## config.mk

```make
export PLATFORM = sky130hd
export DESIGN_NAME = oai31_bist_ctrl
export DESIGN_NICKNAME = d
export VERILOG_FILES = /design/src/rtl/oai31_bist_ctrl_pkg.sv /design/src/rtl/oai31_bist_ctrl.sv
export SDC_FILE = /design/constraint.sdc
export NUM_CORES = 1
export LEC_CHECK = 0
export ABC_CLOCK_PERIOD_IN_PS = 2400
export CORE_ASPECT_RATIO = 1.25
export CORE_UTILIZATION = 45
export DETAILED_ROUTE_END_ITERATION = 16
export PLACE_DENSITY = 0.69
export SETUP_SLACK_MARGIN = 0.15
export SLEW_MARGIN = 20
export SYNTH_ARGS = -nofsm -noshare
export SYNTH_HDL_FRONTEND = slang
export SYNTH_SLANG_ARGS = --single-unit
```

## constraint.sdc

```tcl
create_clock -name CLK -period 2.4 [get_ports CLK]
set_input_delay 0.6 -clock CLK [delete_from_list [all_inputs] [get_ports CLK]]
set_output_delay 0.6 -clock CLK [all_outputs]
set_load 0.1 [all_outputs]
```

## src/rtl/oai31_bist_ctrl_pkg.sv

```systemverilog
// Shared definitions for the oai31 BIST controller.
//   state_t    : controller FSM states
//   VEC_W      : stimulus vector width {A1,A2,A3,B}
//   CNT_W      : settle counter width
//   oai31_exp  : golden response of an oai31 cell for a given vector
package oai31_bist_ctrl_pkg;

  typedef enum logic [1:0] {
    ST_IDLE   = 2'd0,
    ST_SETTLE = 2'd1,
    ST_CHECK  = 2'd2,
    ST_FINISH = 2'd3
  } state_t;

  localparam int VEC_W = 4;
  localparam int CNT_W = 4;

  // v = {A1,A2,A3,B}; ZN = ~((A1|A2|A3) & B)
  function automatic logic oai31_exp(input logic [VEC_W-1:0] v);
    return ~((v[3] | v[2] | v[1]) & v[0]);
  endfunction

endpackage

```

## src/rtl/oai31_bist_ctrl.sv

```systemverilog
// BIST controller for a single oai31 standard cell.
// Walks all 16 input vectors in ascending order, holds each for
// SETTLE_CYCLES cycles, then compares the cell output against the
// golden oai31 function in one CHECK cycle.
// Ports:
//   CLK, RST            : clock, synchronous active-high reset
//   START, ABORT        : launch a pass (IDLE only) / kill a running pass
//   ZN_IN               : cell-under-test output
//   A1, A2, A3, B       : registered stimulus to the cell
//   BUSY, DONE, PASS    : pass in progress / completion pulse / clean result
//   ERR_CNT             : mismatch count, saturating at 15
//   FAIL_VLD, FAIL_VEC  : first failing vector capture
module oai31_bist_ctrl
  import oai31_bist_ctrl_pkg::*;
#(
  parameter int SETTLE_CYCLES = 2
) (
  input  logic             CLK,
  input  logic             RST,
  input  logic             START,
  input  logic             ABORT,
  input  logic             ZN_IN,
  output logic             A1,
  output logic             A2,
  output logic             A3,
  output logic             B,
  output logic             BUSY,
  output logic             DONE,
  output logic             PASS,
  output logic [3:0]       ERR_CNT,
  output logic             FAIL_VLD,
  output logic [VEC_W-1:0] FAIL_VEC
);

  localparam logic [CNT_W-1:0] CNT_LOAD = CNT_W'(SETTLE_CYCLES - 1);

  state_t           state_q;
  logic [VEC_W-1:0] vec_q;
  logic [VEC_W-1:0] stim_q;
  logic [CNT_W-1:0] cnt_q;
  logic             busy_q;
  logic             done_q;
  logic             pass_q;
  logic [3:0]       err_q;
  logic             fvld_q;
  logic [VEC_W-1:0] fvec_q;

  // Compare result for the vector currently on the cell pins
  logic       mismatch;
  logic [3:0] err_d;

  always_comb begin
    mismatch = (ZN_IN != oai31_exp(stim_q));
    err_d    = err_q;
    if (mismatch && err_q != 4'd15) err_d = err_q + 4'd1;
  end

  always_ff @(posedge CLK) begin
    if (RST) begin
      state_q <= ST_IDLE;
      vec_q   <= '0;
      stim_q  <= '0;
      cnt_q   <= '0;
      busy_q  <= 1'b0;
      done_q  <= 1'b0;
      pass_q  <= 1'b0;
      err_q   <= '0;
      fvld_q  <= 1'b0;
      fvec_q  <= '0;
    end else if (ABORT) begin
      // Abort wins everywhere; result registers are deliberately kept so
      // the partial outcome can still be read back.
      state_q <= ST_IDLE;
      stim_q  <= '0;
      busy_q  <= 1'b0;
      done_q  <= 1'b0;
      if (state_q != ST_IDLE) pass_q <= 1'b0;
    end else begin
      done_q <= 1'b0;
      case (state_q)
        ST_IDLE: begin
          if (START) begin
            state_q <= ST_SETTLE;
            vec_q   <= '0;
            stim_q  <= '0;
            cnt_q   <= CNT_LOAD;
            busy_q  <= 1'b1;
            pass_q  <= 1'b0;
            err_q   <= '0;
            fvld_q  <= 1'b0;
            fvec_q  <= '0;
          end
        end
        ST_SETTLE: begin
          if (cnt_q == '0) state_q <= ST_CHECK;
          else             cnt_q   <= cnt_q - 1'b1;
        end
        ST_CHECK: begin
          err_q <= err_d;
          if (mismatch && !fvld_q) begin
            fvld_q <= 1'b1;
            fvec_q <= vec_q;
          end
          if (vec_q != 4'hF) begin
            state_q <= ST_SETTLE;
            vec_q   <= vec_q + 4'd1;
            stim_q  <= vec_q + 4'd1;
            cnt_q   <= CNT_LOAD;
          end else begin
            // Result is decided here so PASS includes the final compare
            state_q <= ST_FINISH;
            stim_q  <= '0;
            busy_q  <= 1'b0;
            done_q  <= 1'b1;
            pass_q  <= (err_d == 4'd0);
          end
        end
        ST_FINISH: state_q <= ST_IDLE;
        default:   state_q <= ST_IDLE;
      endcase
    end
  end

  assign {A1, A2, A3, B} = stim_q;
  assign BUSY     = busy_q;
  assign DONE     = done_q;
  assign PASS     = pass_q;
  assign ERR_CNT  = err_q;
  assign FAIL_VLD = fvld_q;
  assign FAIL_VEC = fvec_q;

endmodule

```

==> summary.md, run 1 <==
| Metric | Value |
|---|---|
| Run status | finished, final reports clean |
| Largest net degree at the start of global routing | 16 |
| Die height | roughly 63 um |
| Layout Cells excl Fill | 228 |
| CP Launch Type | input pin |
| N_diodes | 0 |
| Seq. cell area | ~520 um^2 |
| Synth Flop Type | dfxtp_1 |
| Buffers & Inverters on Critical Path | 2 |
| GRT Resource Usage Total | about a fifth |
| FMAX | between 0.4 and 0.5 GHz |
| Req. time, crit path | around 2.7 ns |
| Max FO, Critical Path | 7 |
| RSZ-0062 raised after global routing | false |
| Synth area leader | dfxtp_1 |
| Final hold violation count | 0 |
| Placed cell areas | approximately 1600 um^2 |
| Period utilization | a little under 90% |
| Worst Setup End Kind | flop |
| Initial detailed-routing violation count | 48 |
| Post-route ant nets | 0 |
| Setup Fix Bufs, Post-CTS | 0 |
| DP Cell Count | 224 |
| H-tree depth | 1 |
| Leak | roughly 0.63 nW |
| Detailed Route WL | roughly 3200 um |
| Initial antenna violation count | 0 |
| HP Start | FAIL_VEC[2] |
| Detailed placement HPWL | 2470 um |
| Final core utilization | 59.9% |
| Final setup viols | 0 |
| Later-pin clock latency in the skew report | ~0.33 ns |
| Num CTS Buffers | 3 |
| # DRC | 0 |
| Synthesized cell area | 1360 um^2 |
| Synth area leaders | dfxtp_1 (38%), a21oi_1 (7.0%), nor2_1 (5.0%) |
| Synth cell types | 45 |
| Worst Path Arrival | between 2 and 2.5 ns |
| Worst-margin pin slew | between 0.3 and 0.4 ns |
| Clk slew on worst S/H paths | ~0.16 ns |
| Min cycle time layout | about 2.1 ns |
| Max-capacitance violation count | 0 |
| Hold Crit Class | reg -> reg |
| R2r startpoint | vec_q[0] |
| CTS Sinks | 26 |
| CTS tree | done |
| Vias in the first global route | 1265 |
| Crit path cell chain | clkdlybuf4s50_1 > nor4b_2 > buf_4 > a211oi_4 > nand2_2 > or4_1 > a21oi_1 |
| Drt pass-1 iters | 4 |
| CP max stage delay | about 0.48 ns |
| Clk root buf | clkbuf_4 |
| Core Area | roughly 2800 um^2 |
| CTS Hold Bufs | 0 |
| Sequential share of the synthesized area | between 30% and 40% |
| I/O pin count | 21 |
| Die ar. | ~3200 um^2 |
| EDFF count, synth | 0 |
| Clock Skew | between 0.01 and 0.015 ns |
| Critical path's slowest cell | or4_1 |
| CP top delay family | simple AND/OR/NAND/NOR gates |
| Syn Area/Cell | 8.14 um^2 |
| Power density over the cells | about 520 nW/um^2 |
| Yosys top cell area share | about two fifths |
| Area grow syn2layout | 22.7% |
| CP Class | in -> reg |
| Post-CTS sizing | 0 |
| Initial core utilization | roughly half |
| Final instance area | 1670 um^2 |
| Filler cell count | between 200 and 300 |
| Placer Congestion | between 0.8 and 0.9 |
| Share of layout cells above drive strength 1 | between 20% and 30% |
| # rows | 21 |
| First-pass GRT wire length | between 5000 and 6000 um |
| Hold slack | ~0.47 ns |
| Footprint of the multi-input gates | approximately 790 um^2 |
| Clock buffer depth | 2 |
| DR WL/cell | between 10 and 15 um |
| Syn. warnings | 0 |
| Slew HR | 74.2% |
| Mapped Cells | around 170 |
| Synth Register Bits | 26 |
| Max VDD drop | roughly 0.27 mV |
| Vias per Instance | roughly 5.7 |
| Final #Nets | 203 |
| Slew Limit Fails | 0 |
| PortBufs | 20 |
| Vias | between 1000 and 1500 |
| Fin Setup TNS | 0 ns |
| Beginning of the critical path | ZN_IN |
| Aggregate global routing overflow | 0 |
| Syn_nets | 175 |
| Async SR Flop Fraction | 0% |
| Die width | about 51 um |
==> cell usage after synthesis, types with 2 or more instances <==
cell type	n
a211oi_1	2
a21oi_1	19
a31oi_1	2
a32oi_1	2
buf_2	2
clkbuf_1	6
dfxtp_1	26
ha_1	3
inv_1	4
nand2_1	15
nand2b_1	4
nand3_1	6
nand4_1	7
nor2_1	18
nor2b_1	7
nor3_1	4
o21a_1	2
o21ai_0	6
o21bai_1	2
o31ai_1	3
or4_1	2
xor2_1	2
==> tightest hold or removal path: cells and delay by family (launching register included) <==
| kind | cells | cell delay [ns] |
|---|---|---|
| simple gates | 1 | 0.05 |
| compound gates | 1 | 0.05 |
| flops | 1 | 0.34 |
==> layout by cell type (no fill, tap or decap), drive strengths merged, types with 2 or more instances in the layout <==
cell type | synthesis | layout
clkbuf | 6 | 3
o21ai | 7 | 7
or4 | 2 | 2
buf | 2 | 27
nor3 | 4 | 4
ha | 3 | 3
nor2 | 18 | 18
o21bai | 2 | 2
a211oi | 3 | 3
o21a | 2 | 2
o31ai | 3 | 3
xor2 | 2 | 2
nand2b | 4 | 4
dfxtp | 26 | 26
a31oi | 2 | 2
nor2b | 7 | 7
clkdlybuf4s50 | 0 | 4
a32oi | 2 | 2
nand2 | 16 | 16
inv | 4 | 4
nand4 | 7 | 7
nand3 | 6 | 6
a21oi | 19 | 19
==> layout make-up <==
cell class | count | share of cell area, %
inverter | 4 | 0.900
clock buffer | 3 | 1.35
tap | 34 | 2.55
timing repair buffer | 31 | 14.5
sequential | 26 | 31.4
clock inverter | 1 | 1.80
multi-input combinational | 129 | 47.5
==> power breakdown <==
group          internal (mW)  switching, mW
Sequential             0.438        0.00759
Combinational         0.0446         0.0599
Clock                  0.169          0.143
Total                  0.652          0.211
==> cell families (layout without fill, tap and decap cells) <==
kind of cell / Yosys count / count (layout) / share of synthesized area (%)
and+or+nand+nor: 75 / 75 / 29.6
AOI/OAI and AO/OA: 47 / 47 / 23.0
DFF: 26 / 26 / 38.3
buffers and inverters: 12 / 39 / 3.50
adders and majority gates: 3 / 3 / 2.76
xor gates and xnor gates: 2 / 2 / 1.29
muxes: 2 / 2 / 1.56
==> path summary, 6_finish.rpt <==
path	to	slack [ns]	cells past startpoint
worst max-delay path	ERR_CNT[0]	0.29	7
worst min-delay path	FAIL_VEC[2]	0.47	2
worst max register to register	cnt_q[3]	0.40	6
worst min register to register	FAIL_VEC[2]	0.47	2
==> per-layer routing <==
layer  track usage, %  wire length (um)  vias up
li1                 -                 -      666
met1             24.7              1430      614
met2             39.0              1590       20
met3             2.17                90        4
met4             6.60                44        0
met5                0                 0        -
==> per-stage QoR <==
step,power (mW),setup WS [ns]
3_3_place_gp,0.555,0.0366
5_1_grt,0.898,0.222
6_report,0.863,0.285
2_1_floorplan,0.522,0.188
4_1_cts,0.868,0.289
3_5_place_dp,0.559,-0.0620
==> sequential cells by signal, summed over array words and instances, names as in the netlist <==
register and flops:
ERR_CNT 4, FAIL_VEC 4, cnt_q 4, stim_q 4, vec_q 4, state_q 2, BUSY 1, DONE 1
FAIL_VLD 1, PASS 1
Power figures use the tool's default switching activity.
==> run 2: changes to the inputs <==
--- a/config.mk
+++ b/config.mk
@@ -6,6 +6,7 @@
 export NUM_CORES = 1
 export LEC_CHECK = 0
 export ABC_CLOCK_PERIOD_IN_PS = 2400
+export CAP_MARGIN = 30
 export CORE_ASPECT_RATIO = 1.25
 export CORE_UTILIZATION = 45
 export DETAILED_ROUTE_END_ITERATION = 16
@@ -15,3 +16,4 @@
 export SYNTH_ARGS = -nofsm -noshare
 export SYNTH_HDL_FRONTEND = slang
 export SYNTH_SLANG_ARGS = --single-unit
+export TNS_END_PERCENT = 10
==> results of run 2 <==
No change in the layout: final DEF, timing and power equal those of run 1.
